$ cat src/rtl/multi_cycle_controller_pkg.sv
// Shared state, opcode and control-field encodings for the multi-cycle controller.
package multi_cycle_controller_pkg;

    localparam int unsigned OP_W    = 7;
    localparam int unsigned STATE_W = 4;
    localparam int unsigned SEL_W   = 2;

    typedef enum logic [STATE_W-1:0] {
        S_FETCH     = 4'd0,
        S_DECODE    = 4'd1,
        S_MEM_ADR   = 4'd2,
        S_MEM_READ  = 4'd3,
        S_MEM_WB    = 4'd4,
        S_MEM_WRITE = 4'd5,
        S_EXECUTE_R = 4'd6,
        S_EXECUTE_I = 4'd7,
        S_ALU_WB    = 4'd8,
        S_BEQ       = 4'd9,
        S_JAL       = 4'd10
    } state_t;

    localparam logic [OP_W-1:0] OP_LOAD   = 7'b0000011;
    localparam logic [OP_W-1:0] OP_STORE  = 7'b0100011;
    localparam logic [OP_W-1:0] OP_RTYPE  = 7'b0110011;
    localparam logic [OP_W-1:0] OP_ITYPE  = 7'b0010011;
    localparam logic [OP_W-1:0] OP_BRANCH = 7'b1100011;
    localparam logic [OP_W-1:0] OP_JAL    = 7'b1101111;

    localparam logic ADR_PC  = 1'b0;
    localparam logic ADR_ALU = 1'b1;

    localparam logic [SEL_W-1:0] SRC_A_PC     = 2'b00;
    localparam logic [SEL_W-1:0] SRC_A_OLD_PC = 2'b01;
    localparam logic [SEL_W-1:0] SRC_A_RS1    = 2'b10;

    localparam logic [SEL_W-1:0] SRC_B_RS2  = 2'b00;
    localparam logic [SEL_W-1:0] SRC_B_IMM  = 2'b01;
    localparam logic [SEL_W-1:0] SRC_B_FOUR = 2'b10;

    localparam logic [SEL_W-1:0] ALU_ADD   = 2'b00;
    localparam logic [SEL_W-1:0] ALU_SUB   = 2'b01;
    localparam logic [SEL_W-1:0] ALU_FUNCT = 2'b10;

    localparam logic [SEL_W-1:0] RES_ALU_OUT    = 2'b00;
    localparam logic [SEL_W-1:0] RES_READ_DATA  = 2'b01;
    localparam logic [SEL_W-1:0] RES_ALU_RESULT = 2'b10;

    localparam logic [SEL_W-1:0] IMM_I = 2'b00;
    localparam logic [SEL_W-1:0] IMM_S = 2'b01;
    localparam logic [SEL_W-1:0] IMM_B = 2'b10;
    localparam logic [SEL_W-1:0] IMM_J = 2'b11;

    typedef struct packed {
        logic             mem_req;
        logic             adr_src;
        logic             ir_write;
        logic             pc_write;
        logic             reg_write;
        logic             mem_write;
        logic             instr_done;
        logic [SEL_W-1:0] alu_src_a;
        logic [SEL_W-1:0] alu_src_b;
        logic [SEL_W-1:0] alu_op;
        logic [SEL_W-1:0] result_src;
    } ctrl_t;

    // Immediate format follows the opcode alone, independent of state.
    function automatic logic [SEL_W-1:0] imm_src_f(input logic [OP_W-1:0] op);
        logic [SEL_W-1:0] imm;
        case (op)
            OP_LOAD, OP_ITYPE: imm = IMM_I;
            OP_STORE:          imm = IMM_S;
            OP_BRANCH:         imm = IMM_B;
            OP_JAL:            imm = IMM_J;
            default:           imm = IMM_I;
        endcase
        return imm;
    endfunction

endpackage

$ cat src/rtl/mc_output_decoder.sv
// Maps the current controller state (plus Zero / Mem_ready qualifiers) to the datapath control word.
module mc_output_decoder
    import multi_cycle_controller_pkg::*;
(
    input  state_t i_state,
    input  logic   i_zero,
    input  logic   i_mem_ready,
    output ctrl_t  o_ctrl
);

    ctrl_t w_ctrl;

    always_comb begin
        w_ctrl = '0;
        case (i_state)
            S_FETCH: begin
                w_ctrl.mem_req    = 1'b1;
                w_ctrl.adr_src    = ADR_PC;
                w_ctrl.alu_src_a  = SRC_A_PC;
                w_ctrl.alu_src_b  = SRC_B_FOUR;
                w_ctrl.alu_op     = ALU_ADD;
                w_ctrl.result_src = RES_ALU_RESULT;
                w_ctrl.ir_write   = i_mem_ready;
                w_ctrl.pc_write   = i_mem_ready;
            end
            S_DECODE: begin
                w_ctrl.alu_src_a = SRC_A_OLD_PC;
                w_ctrl.alu_src_b = SRC_B_IMM;
                w_ctrl.alu_op    = ALU_ADD;
            end
            S_MEM_ADR: begin
                w_ctrl.alu_src_a = SRC_A_RS1;
                w_ctrl.alu_src_b = SRC_B_IMM;
                w_ctrl.alu_op    = ALU_ADD;
            end
            S_MEM_READ: begin
                w_ctrl.mem_req = 1'b1;
                w_ctrl.adr_src = ADR_ALU;
            end
            S_MEM_WB: begin
                w_ctrl.result_src = RES_READ_DATA;
                w_ctrl.reg_write  = 1'b1;
                w_ctrl.instr_done = 1'b1;
            end
            S_MEM_WRITE: begin
                w_ctrl.mem_req    = 1'b1;
                w_ctrl.adr_src    = ADR_ALU;
                w_ctrl.result_src = RES_ALU_OUT;
                w_ctrl.mem_write  = i_mem_ready;
                w_ctrl.instr_done = i_mem_ready;
            end
            S_EXECUTE_R: begin
                w_ctrl.alu_src_a = SRC_A_RS1;
                w_ctrl.alu_src_b = SRC_B_RS2;
                w_ctrl.alu_op    = ALU_FUNCT;
            end
            S_EXECUTE_I: begin
                w_ctrl.alu_src_a = SRC_A_RS1;
                w_ctrl.alu_src_b = SRC_B_IMM;
                w_ctrl.alu_op    = ALU_FUNCT;
            end
            S_ALU_WB: begin
                w_ctrl.result_src = RES_ALU_OUT;
                w_ctrl.reg_write  = 1'b1;
                w_ctrl.instr_done = 1'b1;
            end
            // Branch target was computed into ALU-out during DECODE; compare here.
            S_BEQ: begin
                w_ctrl.alu_src_a  = SRC_A_RS1;
                w_ctrl.alu_src_b  = SRC_B_RS2;
                w_ctrl.alu_op     = ALU_SUB;
                w_ctrl.result_src = RES_ALU_OUT;
                w_ctrl.pc_write   = i_zero;
                w_ctrl.instr_done = 1'b1;
            end
            S_JAL: begin
                w_ctrl.alu_src_a  = SRC_A_OLD_PC;
                w_ctrl.alu_src_b  = SRC_B_FOUR;
                w_ctrl.alu_op     = ALU_ADD;
                w_ctrl.result_src = RES_ALU_OUT;
                w_ctrl.pc_write   = 1'b1;
            end
            default: w_ctrl = '0;
        endcase
    end

    assign o_ctrl = w_ctrl;

endmodule

$ cat src/rtl/multi_cycle_controller.sv
// Multi-cycle processor control FSM: state register, next-state logic and sticky illegal-opcode flag.
module multi_cycle_controller
    import multi_cycle_controller_pkg::*;
(
    input  logic               clk,
    input  logic               rst_n,
    input  logic [OP_W-1:0]    op,
    input  logic               Zero,
    input  logic               Mem_ready,
    output logic               Mem_req,
    output logic               Adr_src,
    output logic               IR_write,
    output logic               PC_write,
    output logic               Reg_write,
    output logic               Mem_write,
    output logic [SEL_W-1:0]   ALU_src_A,
    output logic [SEL_W-1:0]   ALU_src_B,
    output logic [SEL_W-1:0]   ALU_op,
    output logic [SEL_W-1:0]   Result_src,
    output logic [SEL_W-1:0]   Imm_src,
    output logic               Instr_done,
    output logic               Illegal_op,
    output logic [STATE_W-1:0] State
);

    state_t r_state;
    state_t w_next_state;
    logic   r_illegal;
    logic   w_set_illegal;
    ctrl_t  w_ctrl;

    always_ff @(posedge clk or negedge rst_n) begin
        if (!rst_n) begin
            r_state   <= S_FETCH;
            r_illegal <= 1'b0;
        end else begin
            r_state <= w_next_state;
            if (w_set_illegal) begin
                r_illegal <= 1'b1;
            end
        end
    end

    always_comb begin
        w_next_state  = S_FETCH;
        w_set_illegal = 1'b0;
        case (r_state)
            S_FETCH:     w_next_state = Mem_ready ? S_DECODE : S_FETCH;
            S_DECODE: begin
                case (op)
                    OP_LOAD, OP_STORE: w_next_state = S_MEM_ADR;
                    OP_RTYPE:          w_next_state = S_EXECUTE_R;
                    OP_ITYPE:          w_next_state = S_EXECUTE_I;
                    OP_BRANCH:         w_next_state = S_BEQ;
                    OP_JAL:            w_next_state = S_JAL;
                    default: begin
                        w_next_state  = S_FETCH;
                        w_set_illegal = 1'b1;
                    end
                endcase
            end
            S_MEM_ADR:   w_next_state = (op == OP_LOAD) ? S_MEM_READ : S_MEM_WRITE;
            S_MEM_READ:  w_next_state = Mem_ready ? S_MEM_WB : S_MEM_READ;
            S_MEM_WB:    w_next_state = S_FETCH;
            S_MEM_WRITE: w_next_state = Mem_ready ? S_FETCH : S_MEM_WRITE;
            S_EXECUTE_R: w_next_state = S_ALU_WB;
            S_EXECUTE_I: w_next_state = S_ALU_WB;
            S_JAL:       w_next_state = S_ALU_WB;
            S_ALU_WB:    w_next_state = S_FETCH;
            S_BEQ:       w_next_state = S_FETCH;
            default:     w_next_state = S_FETCH;
        endcase
    end

    mc_output_decoder u_output_decoder (
        .i_state     (r_state),
        .i_zero      (Zero),
        .i_mem_ready (Mem_ready),
        .o_ctrl      (w_ctrl)
    );

    // Reset forces FETCH, which requests memory; gate requests and enables so nothing fires while held.
    assign Mem_req    = w_ctrl.mem_req    & rst_n;
    assign IR_write   = w_ctrl.ir_write   & rst_n;
    assign PC_write   = w_ctrl.pc_write   & rst_n;
    assign Reg_write  = w_ctrl.reg_write  & rst_n;
    assign Mem_write  = w_ctrl.mem_write  & rst_n;
    assign Instr_done = w_ctrl.instr_done & rst_n;

    assign Adr_src    = w_ctrl.adr_src;
    assign ALU_src_A  = w_ctrl.alu_src_a;
    assign ALU_src_B  = w_ctrl.alu_src_b;
    assign ALU_op     = w_ctrl.alu_op;
    assign Result_src = w_ctrl.result_src;
    assign Imm_src    = imm_src_f(op);
    assign Illegal_op = r_illegal;
    assign State      = r_state;

endmodule
$ cat config.mk
export PLATFORM = sky130hd
export DESIGN_NAME = multi_cycle_controller
export DESIGN_NICKNAME = d
export VERILOG_FILES = /design/src/rtl/multi_cycle_controller_pkg.sv /design/src/rtl/mc_output_decoder.sv /design/src/rtl/multi_cycle_controller.sv
export SDC_FILE = /design/constraint.sdc
export NUM_CORES = 1
export LEC_CHECK = 0
export CAP_MARGIN = 20
export CORE_MARGIN = 2
export CORE_UTILIZATION = 42
export DETAILED_ROUTE_END_ITERATION = 8
export PLACE_DENSITY_LB_ADDON = 0.08
export SETUP_SLACK_MARGIN = 0.4
export SLEW_MARGIN = 20
export SYNTH_ARGS = -nofsm -noshare
export SYNTH_HDL_FRONTEND = slang
export SYNTH_HIERARCHICAL = 1
export SYNTH_SLANG_ARGS = --single-unit
export TNS_END_PERCENT = 30
$ cat constraint.sdc
create_clock -name clk -period 3 [get_ports clk]
set_clock_uncertainty 0.05 [all_clocks]
set_input_delay 0.45 -clock clk [delete_from_list [all_inputs] [get_ports clk]]
set_output_delay 0.45 -clock clk [all_outputs]
set_load 0.02 [all_outputs]
======== After elaboration in Yosys (flattened, before gate mapping) ========
Cells that the tools add are included.
cells by class
  eq/ne operators ......................... 16
  multiplexer cells ....................... 17
  reduce and logical (&&, ||, !) cells .... 7
  bitwise gates (word level) .............. 6
operator list
  kind                  number
  $pmux W6 S7           1
  $pmux W4 S6           1
  $pmux W4 S5           1
  $eq A4 B3 Y1 const B  4
  $eq A7 B6 Y1 const B  2
  $eq A7 B7 Y1 const B  2
  $eq A4 B4 Y1 const B  3
  $mux W3               3
  $eq A4 B2 Y1 const B  2
  $pmux W2 S2           2
  $eq A7 B2 Y1 const B  1
  $eq A7 B5 Y1 const B  1
  $and A1 B1 Y1         6
  $mux W1               6
  $pmux W2 S3           1
  $reduce_or A2 Y1      3
  $reduce_or A3 Y1      2
  $reduce_or A6 Y1      1
  $eq A4 B1 Y1 const B  1
  $logic_not A4 Y1      1
  $pmux W1 S3           1
  $pmux W1 S2           1
word-level totals
  register bits ........................... 5
  logic and storage cells ................. 48
  input port bits ......................... 11

======== Depth between registers and ports, before layout ========
Gate-level depths: netlist of the first run.
  depth after elaboration ................. 4
  gate-level depth with buffers ........... 5

======== Modules after synthesis ========
Netlist of the first run, hierarchy kept.
modules (own cells, without submodules)
  module                  area each (µm²)  sequential area each (µm²)  cells an instance  times used
  multi_cycle_controller  415.4            125.1                       52                 1
  mc_output_decoder       257.7            0.0                         36                 1

======== Worst setup path before layout of the first run ========
OpenSTA, ideal clock, no wires.
  kind .................................... flip-flop to output port
  from .................................... register r_state[0] (netlist: State[0])
  to ...................................... output port IR_write
  required time ........................... 2.500 ns
  data arrival time ....................... 1.634 ns
  stages on the path, launching flop included .. 5
  path slack .............................. 0.866 ns
  path through ............................ dfrtp_1 -> buf_6 -> nor4_2 -> and2_1 -> and2_1
RTL lines
  what                    line                          RTL
  start, declared         multi_cycle_controller.sv:26  state_t r_state;
  start signal, assigned  multi_cycle_controller.sv:37  r_state <= w_next_state;
  end, declared           multi_cycle_controller.sv:12  output logic IR_write,

======== Worst setup path after layout of the first run ========
  from .................................... input port op[3]
  to ...................................... output port Imm_src[0]
between the ends
  longest elaborated chain between the ends .. 2
  elaborated cells on any way between the ends .. 4
RTL lines
  what                                                 line                              RTL
  start, declared                                      multi_cycle_controller.sv:7       input logic [OP_W-1:0] op,
  $eq A7 B7 Y1 / $eq A7 B6 Y1 (equally long branches)  multi_cycle_controller_pkg.sv:70  case (op)
  $pmux W2 S3 *                                        multi_cycle_controller_pkg.sv:70
  end, declared                                        multi_cycle_controller.sv:20      output logic [SEL_W-1:0] Imm_src,
Mark *: on every way between the ends. The rest lies on a longest branch, timed or not.

==> results.json, run 1 <==
{
  "first_global_vias": 677,
  "port_buffers": 32,
  "mappedNetlistArea_um2": 673,
  "clock_tree_from_tritoncts": "built",
  "crit_cells": 6,
  "fill_cell_instance_count_of_the_final_layout": 147,
  "dr.pass1.iters": 4,
  "cp.arrival_ns": 2.09,
  "clkLatencyLatePin_ns": 0.24,
  "yosys_register_bits": 5,
  "worst-r2r-cell-count": 3,
  "initialDrtViolationCount": 16,
  "post-cts-setup-buffers": 0,
  "placed_area_mm2": 0.00100,
  "hold_path_class": "flop to flop",
  "irDropWorstVdd_v": 0.000300,
  "gr-total-overflow": 0,
  "uppermost_routed_layer": "met4",
  "final.setup.tns_ns": 0,
  "timing.final.crit_period_ns": 2.59,
  "chipHeight_um": 44.0,
  "cts.root.buffer_cell": "sky130_fd_sc_hd__clkbuf_4",
  "globalRouteTotalUtil": 0.193,
  "post-route-period-util": 0.864,
  "power.density_cell_area_mw_per_mm2": 262,
  "met2RoutedLength_um": 918,
  "crit_path_cell_trace": "clkdlybuf4s50_1 -> or3_1 -> o21ai_0 -> nand3_1 -> nor3b_1 -> dlygate4sd1_1",
  "unrepaired_setup_endpoints_after_global_routing": "yes",
  "setup.reg_to_reg.worst_slack_ns": 1.45,
  "flow.area_growth_from_synthesis_pct": 53.2,
  "clk_transition_reported_paths_ns": 0.04,
  "routed_wire_length_per_instance_um": 12.8,
  "synth_sequential_area_ratio": 0.186,
  "finalNetCount": 135,
  "via_per_instance_ratio": 5.68,
  "wl_met1_um": 717,
  "antenna_violating_nets_post_route": 0,
  "clk_path_buf_depth": 2,
  "routed_wirelength_mm": 1.78,
  "gpl.final_weighted_congestion": 0.809,
  "max_h_tree_level": 1,
  "floorplan.rows": 14,
  "yosysTopAreaCellShare": 0.186,
  "timing_worst_setup_path_type": "primary input to output pin",
  "timing.critical_path.from_type": "primary input",
  "finalHoldViolations": 0,
  "critical_path_required_ns": 2.50,
  "die_w_um": 44.0,
  "insertedDiodeCount": 0,
  "worstSetupEndpoint": "Imm_src[0]",
  "total_die_area_mm2": 0.00194,
  "vias": 790,
  "setup_viol_count_final": 0,
  "fraction_of_final_layout_cells_with_drive_strength_greater_than_1": 0.130,
  "regToRegEndpoint": "State[3]",
  "ctsHoldBuffers": 0,
  "synth_warnings": 6,
  "path_buf_inv": 2,
  "path_max_fanout": 4,
  "design.portCount": 33,
  "synthDistinctLibCells": 39,
  "timing.critical_path.slowest_cell_delay_ns": 0.47,
  "worst_setup_path_startpoint": "op[3]",
  "global_route_wire_length_before_repair_mm": 2.87,
  "total_leakage_power_nw": 0.411,
  "async_sr_flop_fraction": 1.00,
  "syn-mean-instance-area_um2": 7.65,
  "final_max_slew_viol_count": 0,
  "status": "complete, no violations",
  "crit_slowest_cell": "sky130_fd_sc_hd__clkdlybuf4s50_1",
  "synth-main-ff-cell": "sky130_fd_sc_hd__dfrtp_1",
  "post_route_design_area_mm2": 0.00103,
  "detail_route.drc_violations": 0,
  "start_util": 0.447,
  "synthCells": 88,
  "grt_start_max_net_pins": 22,
  "synth.largest_area_cell": "sky130_fd_sc_hd__dfrtp_1",
  "worst_pin_slew_ns": 0.474,
  "met3WireLength_um": 105,
  "worst_slew_margin_rel": 0.684,
  "clock_sink_count": 5,
  "ys_top_cells_by_area": "sky130_fd_sc_hd__dfrtp_1 19%, sky130_fd_sc_hd__and2_1 7.4%, sky130_fd_sc_hd__nor3_1 4.5%",
  "synth_enable_flop_cells": 0,
  "synth.net_count": 99,
  "r2r-start": "State[3]",
  "worst_setup_path_end_kind": "output pin",
  "grt_antenna_before_repair": 0,
  "drv_cap": 0,
  "max_clock_freq_mhz": 386,
  "cp_top_family": "buffers and inverters",
  "coreArea_mm2": 0.00151,
  "detailedPlacementHpwl_mm": 1.36,
  "cts_buffers": 3
}
layout by cell type (no fill, tap or decap), drive strengths merged, types with 4 or more instances in the layout:
cell	instances
nand2	4
nand2b	5
clkbuf	4
clkdlybuf4s50	29
o21ai	6
nor3	7
nand3	4
dfrtp	5
or3	4
a21oi	4
nor2	5
and2	8
timing repair:
| action | in CTS | in global routing |
|---|---|---|
| setup endpoints to repair | 7 | 6 |
| pin swaps | 0 | 0 |
| resized for setup | 4 | 4 |
cells in the mapped netlist, drive strengths merged (2+ instances only):
cell    instances
buf             4
nor3            7
a21o            2
nand2b          5
nor2            5
nand2           4
nor2b           3
nor4            2
a21oi           4
a31oi           3
or3             4
o21ai           6
or3b            2
nand3b          2
and2            8
inv             3
nor3b           3
nand3           4
dfrtp           5
report_power, final:
| part | internal (mW) | switching (mW) | total [mW] |
|---|---|---|---|
| clock | 0.0503 | 0.0280 | 0.0783 |
| combinational | 0.0570 | 0.0528 | 0.110 |
| sequential | 0.0702 | 0.0113 | 0.0815 |
| total | 0.178 | 0.0921 | 0.270 |
cell families (layout without fill, tap and decap cells):
logic type / Yosys count / in the layout / share of synthesized area
AOI/OAI and AO/OA: 21 / 21 / 0.210
xor gates and xnor gates: 2 / 2 / 0.0260
buffers and inverters: 7 / 42 / 0.0688
DFF: 5 / 5 / 0.186
and+or+nand+nor: 53 / 53 / 0.509
routing by layer:
metal | GRT usage | up-vias
li1 | - | 390
met1 | 0.228 | 363
met2 | 0.344 | 31
met3 | 0.0408 | 6
met4 | 0.0667 | 0
met5 | 0 | -
worst min-delay path by stage:
| stage | startpoint | to | slack, ns | cells after the start |
|---|---|---|---|---|
| global placement | Illegal_op | Illegal_op | 0.41 | 1 |
| global route | rst_n | State[3] | 0.46 | 1 |
| detailed placement | Illegal_op | Illegal_op | 0.42 | 1 |
| CTS | Illegal_op | Illegal_op | 0.43 | 1 |
| finish | Illegal_op | Illegal_op | 0.43 | 1 |
| floorplan | rst_n | Illegal_op | 0.10 | 0 |
state kept, by name (all words and copies together), names as in the netlist:
| register | count |
|---|---|
| Illegal_op | 1 |
| State | 4 |
cell type report:
class                           instances  area (µm²)  area share
Tap cell                               16        20.0      0.0194
Inverter                                3        11.3      0.0109
Timing Repair Buffer                   35         343       0.333
Sequential cell                         5         129       0.125
Clock buffer                            4        26.3      0.0255
Multi-Input combinational cell         76         502       0.487
through the flow:
step / utilization / hold slack (ns) / setup slack (ns) / instances / power [mW]
after floorplan: - / 0.104 / 0.866 / 88 / 0.140
after global placement: 0.664 / 0.412 / 0.165 / 135 / 0.191
after detailed placement: 0.664 / 0.416 / 0.119 / 135 / 0.192
after CTS: 0.682 / 0.431 / 0.325 / 139 / 0.273
after global routing: 0.684 / 0.457 / 0.272 / 139 / 0.288
final: 0.684 / 0.428 / 0.408 / 139 / 0.270
worst register-to-register path: stages, from the launching register on:
cell and delay (ns):
sky130_fd_sc_hd__dfrtp_1 0.54, sky130_fd_sc_hd__nand2b_1 0.30, sky130_fd_sc_hd__or3_1 0.38, sky130_fd_sc_hd__o21ai_1 0.19
Power figures use the tool's default switching activity.
==> run 2, diff against run 1 <==
--- a/config.mk
+++ b/config.mk
@@ -7,13 +7,12 @@
 export LEC_CHECK = 0
 export CAP_MARGIN = 20
 export CORE_MARGIN = 2
-export CORE_UTILIZATION = 42
+export CORE_UTILIZATION = 40
 export DETAILED_ROUTE_END_ITERATION = 8
 export PLACE_DENSITY_LB_ADDON = 0.08
 export SETUP_SLACK_MARGIN = 0.4
 export SLEW_MARGIN = 20
 export SYNTH_ARGS = -nofsm -noshare
 export SYNTH_HDL_FRONTEND = slang
-export SYNTH_HIERARCHICAL = 1
 export SYNTH_SLANG_ARGS = --single-unit
 export TNS_END_PERCENT = 30
==> run 2 against run 1 <==
Against the previous run:
- non-clock buffer count is 2 higher
- wire length decreased by 8.6%
- synthesized area fell by 14%
- core utilization rose by 4.9 points
- register-to-register slack lost 0.08 ns
- sequential cell count is the same
- final area decreased by 6.3%
- critical path type unchanged
- critical endpoint is now Imm_src[1]
- largest power group unchanged
- highest routed layer is now met3
==> results.json, run 2 <==
{
  "placed_area_um2": 932,
  "fill_cell_instance_count_of_the_final_layout": 114,
  "design.portCount": 33,
  "via_per_instance_ratio": 5.68,
  "timing_worst_setup_path_type": "primary input to output pin",
  "fraction_of_final_layout_cells_with_drive_strength_greater_than_1": 0.111,
  "synth.largest_area_cell": "sky130_fd_sc_hd__dfrtp_1",
  "mostFrequentLayoutCell": "sky130_fd_sc_hd__clkdlybuf4s50_1",
  "vias": 750,
  "irDropWorstVdd_v": 0.000235,
  "die_w_um": 42.0,
  "routed_wire_length_per_instance_um": 12.3,
  "total_area_of_multi_input_combinational_cells_um2": 424,
  "worst_pin_slew_ns": 0.400,
  "routed_wirelength_mm": 1.63,
  "post-cts-setup-buffers": 0,
  "insertedDiodeCount": 0,
  "crit_path_cell_trace": "clkdlybuf4s50_1 -> nand3b_1 -> a211oi_1 -> clkdlybuf4s50_1",
  "total_leakage_power_nw": 0.389,
  "gpl.final_weighted_congestion": 0.778,
  "grt_antenna_before_repair": 0,
  "port_buffers": 32,
  "synth.net_count": 92,
  "drv_cap": 0,
  "syn-mean-instance-area_um2": 7.12,
  "clock_sink_count": 5,
  "crit_slowest_cell": "sky130_fd_sc_hd__clkdlybuf4s50_1",
  "final.setup.tns_ns": 0,
  "async_sr_flop_fraction": 1.00,
  "finalHoldWorstSlack_ns": 0.436,
  "ys_top_cells_by_area": "sky130_fd_sc_hd__dfrtp_1 22%, sky130_fd_sc_hd__nand2_1 6.5%, sky130_fd_sc_hd__nor3_1 5.2%",
  "synth_enable_flop_cells": 0,
  "worst_slew_margin_rel": 0.733,
  "synthDistinctLibCells": 38,
  "unrepaired_setup_endpoints_after_global_routing": "yes",
  "max_h_tree_level": 1,
  "post_route_design_area_um2": 966,
  "clkLatencyLatePin_ns": 0.24,
  "timing.critical_path.from_type": "primary input",
  "timing.critical_path.slowest_cell_delay_ns": 0.66,
  "dr.pass1.iters": 4,
  "synth_warnings": 0,
  "register_area_um2": 126,
  "global_route_wire_length_before_repair_mm": 2.74,
  "hold_path_class": "flop to flop",
  "synth_top_cells_by_count": "10 x sky130_fd_sc_hd__nand2_1, 8 x sky130_fd_sc_hd__nor2_1, 6 x sky130_fd_sc_hd__nor3_1",
  "chipHeight_um": 42.0,
  "path_max_fanout": 6,
  "synth.most_common_cell": "sky130_fd_sc_hd__nand2_1",
  "cts_buffers": 3,
  "yosys_register_bits": 5,
  "worst_setup_slack_post_dpl_ns": 0.235,
  "globalRouteTotalUtil": 0.195,
  "setup_viol_count_final": 0,
  "gr-total-overflow": 0,
  "final_max_slew_viol_count": 0,
  "yosysTopAreaCellShare": 0.217,
  "max_clock_freq_mhz": 374,
  "coreArea_mm2": 0.00132,
  "start_util": 0.438,
  "grt_start_max_net_pins": 16,
  "finalHoldViolations": 0,
  "floorplan.rows": 13,
  "worst_slack_ns": 0.330,
  "power.density_cell_area_mw_per_mm2": 289,
  "total_die_area_mm2": 0.00176,
  "status": "complete, no violations",
  "largest_reg_flops": 4,
  "first_global_vias": 673,
  "detail_route.drc_violations": 0,
  "synth_sequential_area_ratio": 0.217,
  "synth-main-ff-cell": "sky130_fd_sc_hd__dfrtp_1",
  "clk_path_buf_depth": 2,
  "timing.final.crit_period_ns": 2.67,
  "synthCells": 81,
  "mappedNetlistArea_um2": 577,
  "worst_setup_path_end_kind": "output pin",
  "initialDrtViolationCount": 18,
  "crit_path_frequent_cell": "sky130_fd_sc_hd__clkdlybuf4s50_1",
  "detailedPlacementHpwl_mm": 1.28,
  "layout.cells.most_common_list": "30 x sky130_fd_sc_hd__clkdlybuf4s50_1, 10 x sky130_fd_sc_hd__nand2_1, 8 x sky130_fd_sc_hd__nor2_1, 6 x sky130_fd_sc_hd__nor3_1, 5 x sky130_fd_sc_hd__buf_4",
  "critical_path_required_ns": 2.50,
  "antenna_violating_nets_post_route": 0,
  "cts.root.buffer_cell": "sky130_fd_sc_hd__clkbuf_4",
  "post-route-period-util": 0.890,
  "clock_tree_from_tritoncts": "built",
  "finalNetCount": 129,
  "clk_transition_reported_paths_ns": 0.04,
  "flow.area_growth_from_synthesis_pct": 67.5,
  "ctsHoldBuffers": 0,
  "cp.arrival_ns": 2.17
}
-- run 2: path summary, 6_finish.rpt --
check,from,to,slack [ns],cells after the start
min in group asynchronous,rst_n,State[1],0.45,2
min,Illegal_op,Illegal_op,0.44,1
max in group asynchronous,rst_n,State[0],2.31,2
max,op[4],Imm_src[1],0.33,4
min reg2reg,Illegal_op,Illegal_op,0.44,1
max reg2reg,State[3],State[0],1.37,5
-- run 2: kinds of logic (layout without fill, tap and decap cells) --
logic type	count (synthesis)	after routing	synth area share
DFF	5	5	0.217
buffers and inverters	8	44	0.0586
muxes	1	1	0.0195
xor gates and xnor gates	2	2	0.0304
and+or+nand+nor	44	44	0.399
AOI/OAI and AO/OA	21	21	0.276
-- run 2: critical path, delay by kind of cell --
kind,cells,cell delay (ns)
buffers and inverters,2,1.16
AO/OA/AOI/OAI,1,0.31
AND/OR/NAND/NOR,1,0.25
-- run 2: cell type report --
type | instances | share of cell area
multi-input combinational | 68 | 0.439
inverter | 3 | 0.0117
timing repair buffer | 37 | 0.372
clock buffer | 4 | 0.0272
sequential | 5 | 0.131
tap | 15 | 0.0194
-- run 2: where the power goes --
group / switching (mW) / internal [mW] / total, mW
clock network: 0.0273 / 0.0502 / 0.0775
registers: 0.00856 / 0.0706 / 0.0792
logic: 0.0615 / 0.0612 / 0.123
-- run 2: layer usage --
metal | wire length (µm) | global-route usage | vias up
met3 | 95 | 0.0517 | 0
met1 | 681 | 0.216 | 346
met2 | 850 | 0.378 | 27
met4 | 0 | 0.0194 | 0
met5 | 0 | 0 | -
li1 | - | - | 377
-- run 2: metrics by stage --
stage / total power [mW] / std cells / util
global placement: 0.201 / 128 / 0.708
CTS: 0.284 / 132 / 0.727
floorplan: 0.143 / 81 / -
finish: 0.279 / 132 / 0.733
global route: 0.297 / 132 / 0.733
detailed placement: 0.202 / 128 / 0.708
-- run 2: repair_timing --
item,4_1_cts,5_1_grt
pin swaps,0,0
resized for setup,2,2
setup endpoints to repair,8,8
==> run 3, diff against run 2 <==
--- a/config.mk
+++ b/config.mk
@@ -10,6 +10,7 @@
 export CORE_UTILIZATION = 40
 export DETAILED_ROUTE_END_ITERATION = 8
 export PLACE_DENSITY_LB_ADDON = 0.08
+export RECOVER_POWER = 50
 export SETUP_SLACK_MARGIN = 0.4
 export SLEW_MARGIN = 20
 export SYNTH_ARGS = -nofsm -noshare
==> run 3 against run 2 <==
Against the previous run:
- via count grew 0.80%
- clock power is essentially flat
- highest routed layer unchanged
- largest cell class unchanged
- non-clock buffer count is the same
==> results.json, run 3 (synthesized netlist as in run 2, its figures left out) <==
{
  "insertedDiodeCount": 0,
  "first_global_vias": 673,
  "post-route-period-util": 0.926,
  "p_total_mw": 0.277,
  "post_layout_nonfiller_instances": 132,
  "layout.cells.most_common_list": "21 x sky130_fd_sc_hd__clkdlybuf4s50_1, 10 x sky130_fd_sc_hd__nand2_1, 9 x sky130_fd_sc_hd__dlygate4sd3_1, 8 x sky130_fd_sc_hd__nor2_1, 6 x sky130_fd_sc_hd__nor3_1",
  "internal_power_mw": 0.180,
  "path_max_fanout": 6,
  "fill_cell_instance_count_of_the_final_layout": 115,
  "chipHeight_um": 42.0,
  "setup_viol_count_final": 0,
  "dpl.cell_count": 128,
  "fraction_of_final_layout_cells_with_drive_strength_greater_than_1": 0.103,
  "irDropWorstVdd_v": 0.000248,
  "timing.critical_path.from_type": "primary input",
  "global_route_wire_length_before_repair_mm": 2.74,
  "grt_start_max_net_pins": 16,
  "final.setup.tns_ns": 0,
  "total_leakage_power_nw": 0.397,
  "floorplan.rows": 13,
  "crit_path_cell_trace": "dlygate4sd3_1 -> or2_0 -> a211oi_1 -> clkdlybuf4s50_1",
  "worst_slew_margin_rel": 0.733,
  "cells_resized_by_post_cts_repair": 2,
  "port_buffers": 32,
  "status": "complete, no violations",
  "critical_path_required_ns": 2.50,
  "regToRegEndpoint": "State[0]",
  "crit_slowest_cell": "sky130_fd_sc_hd__clkdlybuf4s50_1",
  "setup.reg_to_reg.worst_slack_ns": 1.34,
  "power_switching_share": 0.350,
  "design.portCount": 33,
  "routed_wirelength_mm": 1.62,
  "globalRouteTotalUtil": 0.195,
  "max_h_tree_level": 1,
  "clock_tree_from_tritoncts": "built",
  "power.density_cell_area_mw_per_mm2": 288,
  "timing_worst_setup_path_type": "primary input to output pin",
  "cp.arrival_ns": 2.28,
  "flow.area_growth_from_synthesis_pct": 66.8,
  "grt_antenna_before_repair": 0,
  "crit_cells": 4,
  "dr.pass1.iters": 4,
  "pwr-share-comb": 0.435,
  "mostFrequentLayoutCell": "sky130_fd_sc_hd__clkdlybuf4s50_1",
  "worst_setup_path_startpoint": "op[3]",
  "finalNetCount": 129,
  "worst_setup_path_end_kind": "output pin",
  "power.switching_mw": 0.0971,
  "cp_top_family": "buffers and inverters",
  "gpl.final_weighted_congestion": 0.778,
  "start_util": 0.438,
  "clk_transition_reported_paths_ns": 0.04,
  "final_max_slew_viol_count": 0,
  "vias": 756,
  "power.clock.fraction": 0.280,
  "via_per_instance_ratio": 5.73,
  "r2r-start": "State[3]",
  "hold_path_class": "flop to flop",
  "ctsHoldBuffers": 0,
  "detailedPlacementHpwl_mm": 1.28,
  "max_clock_freq_mhz": 360,
  "clk_path_buf_depth": 2,
  "clkLatencyLatePin_ns": 0.24,
  "finalHoldViolations": 0,
  "unrepaired_setup_endpoints_after_global_routing": "yes",
  "clock_sink_count": 5,
  "timing.final.crit_period_ns": 2.78,
  "timing.critical_path.slowest_cell_delay_ns": 0.66,
  "post-cts-setup-buffers": 0,
  "cts_buffers": 3,
  "gr-total-overflow": 0,
  "total_die_area_mm2": 0.00176,
  "share_seq_of_total_power": 0.285,
  "routed_wire_length_per_instance_um": 12.3,
  "drv_cap": 0,
  "worstSetupEndpoint": "Imm_src[1]",
  "path_buf_inv": 2,
  "cts.root.buffer_cell": "sky130_fd_sc_hd__clkbuf_4",
  "worst-r2r-cell-count": 5,
  "detail_route.drc_violations": 0,
  "die_w_um": 42.0,
  "largest_reg_flops": 4,
  "worst_pin_slew_ns": 0.399,
  "coreArea_mm2": 0.00132,
  "antenna_violating_nets_post_route": 0,
  "initialDrtViolationCount": 19
}
==> run 3: how the worst min path moves through the flow <==
stage / from / endpoint / cells after the start
after detailed placement: Illegal_op / Illegal_op / 1
after CTS: Illegal_op / Illegal_op / 1
after global routing: Illegal_op / Illegal_op / 1
after global placement: Illegal_op / Illegal_op / 1
after floorplan: rst_n / Illegal_op / 0
final: Illegal_op / Illegal_op / 1
==> run 3: area by class of cell <==
| class | instances | area, µm² | area share |
|---|---|---|---|
| Clock buffer | 4 | 26.3 | 0.0273 |
| Inverter | 3 | 11.3 | 0.0117 |
| Multi-Input combinational cell | 68 | 424 | 0.441 |
| Sequential cell | 5 | 126 | 0.131 |
| Tap cell | 15 | 18.8 | 0.0195 |
| Timing Repair Buffer | 37 | 355 | 0.369 |
==> run 3: per-layer routing <==
layer	up-vias	GRT usage	share of wire	wire [µm]
li1	378	-	-	-
met1	353	0.216	0.42	678
met2	25	0.378	0.53	850
met3	0	0.0517	0.055	89
met4	0	0.0194	0	0
met5	-	0	0	0
==> run 3: per-stage QoR <==
| step | hold WS, ns | utilization | setup slack (ns) | cell area (µm²) |
|---|---|---|---|---|
| after floorplan | 0.104 | - | 0.525 | 578 |
| after global placement | 0.420 | 0.708 | 0.266 | 932 |
| after detailed placement | 0.432 | 0.708 | 0.235 | 932 |
| after CTS | 0.441 | 0.727 | 0.297 | 958 |
| after global routing | 0.471 | 0.730 | 0.138 | 962 |
| final | 0.430 | 0.730 | 0.222 | 962 |
==> run 3: power by group through the flow <==
stage	clock, mW	combinational (mW)	sequential, mW
2_1_floorplan	0	0.0656	0.0775
3_3_place_gp	0	0.122	0.0791
3_5_place_dp	0	0.123	0.0793
4_1_cts	0.0823	0.123	0.0787
5_1_grt	0.0844	0.130	0.0805
6_report	0.0775	0.121	0.0790
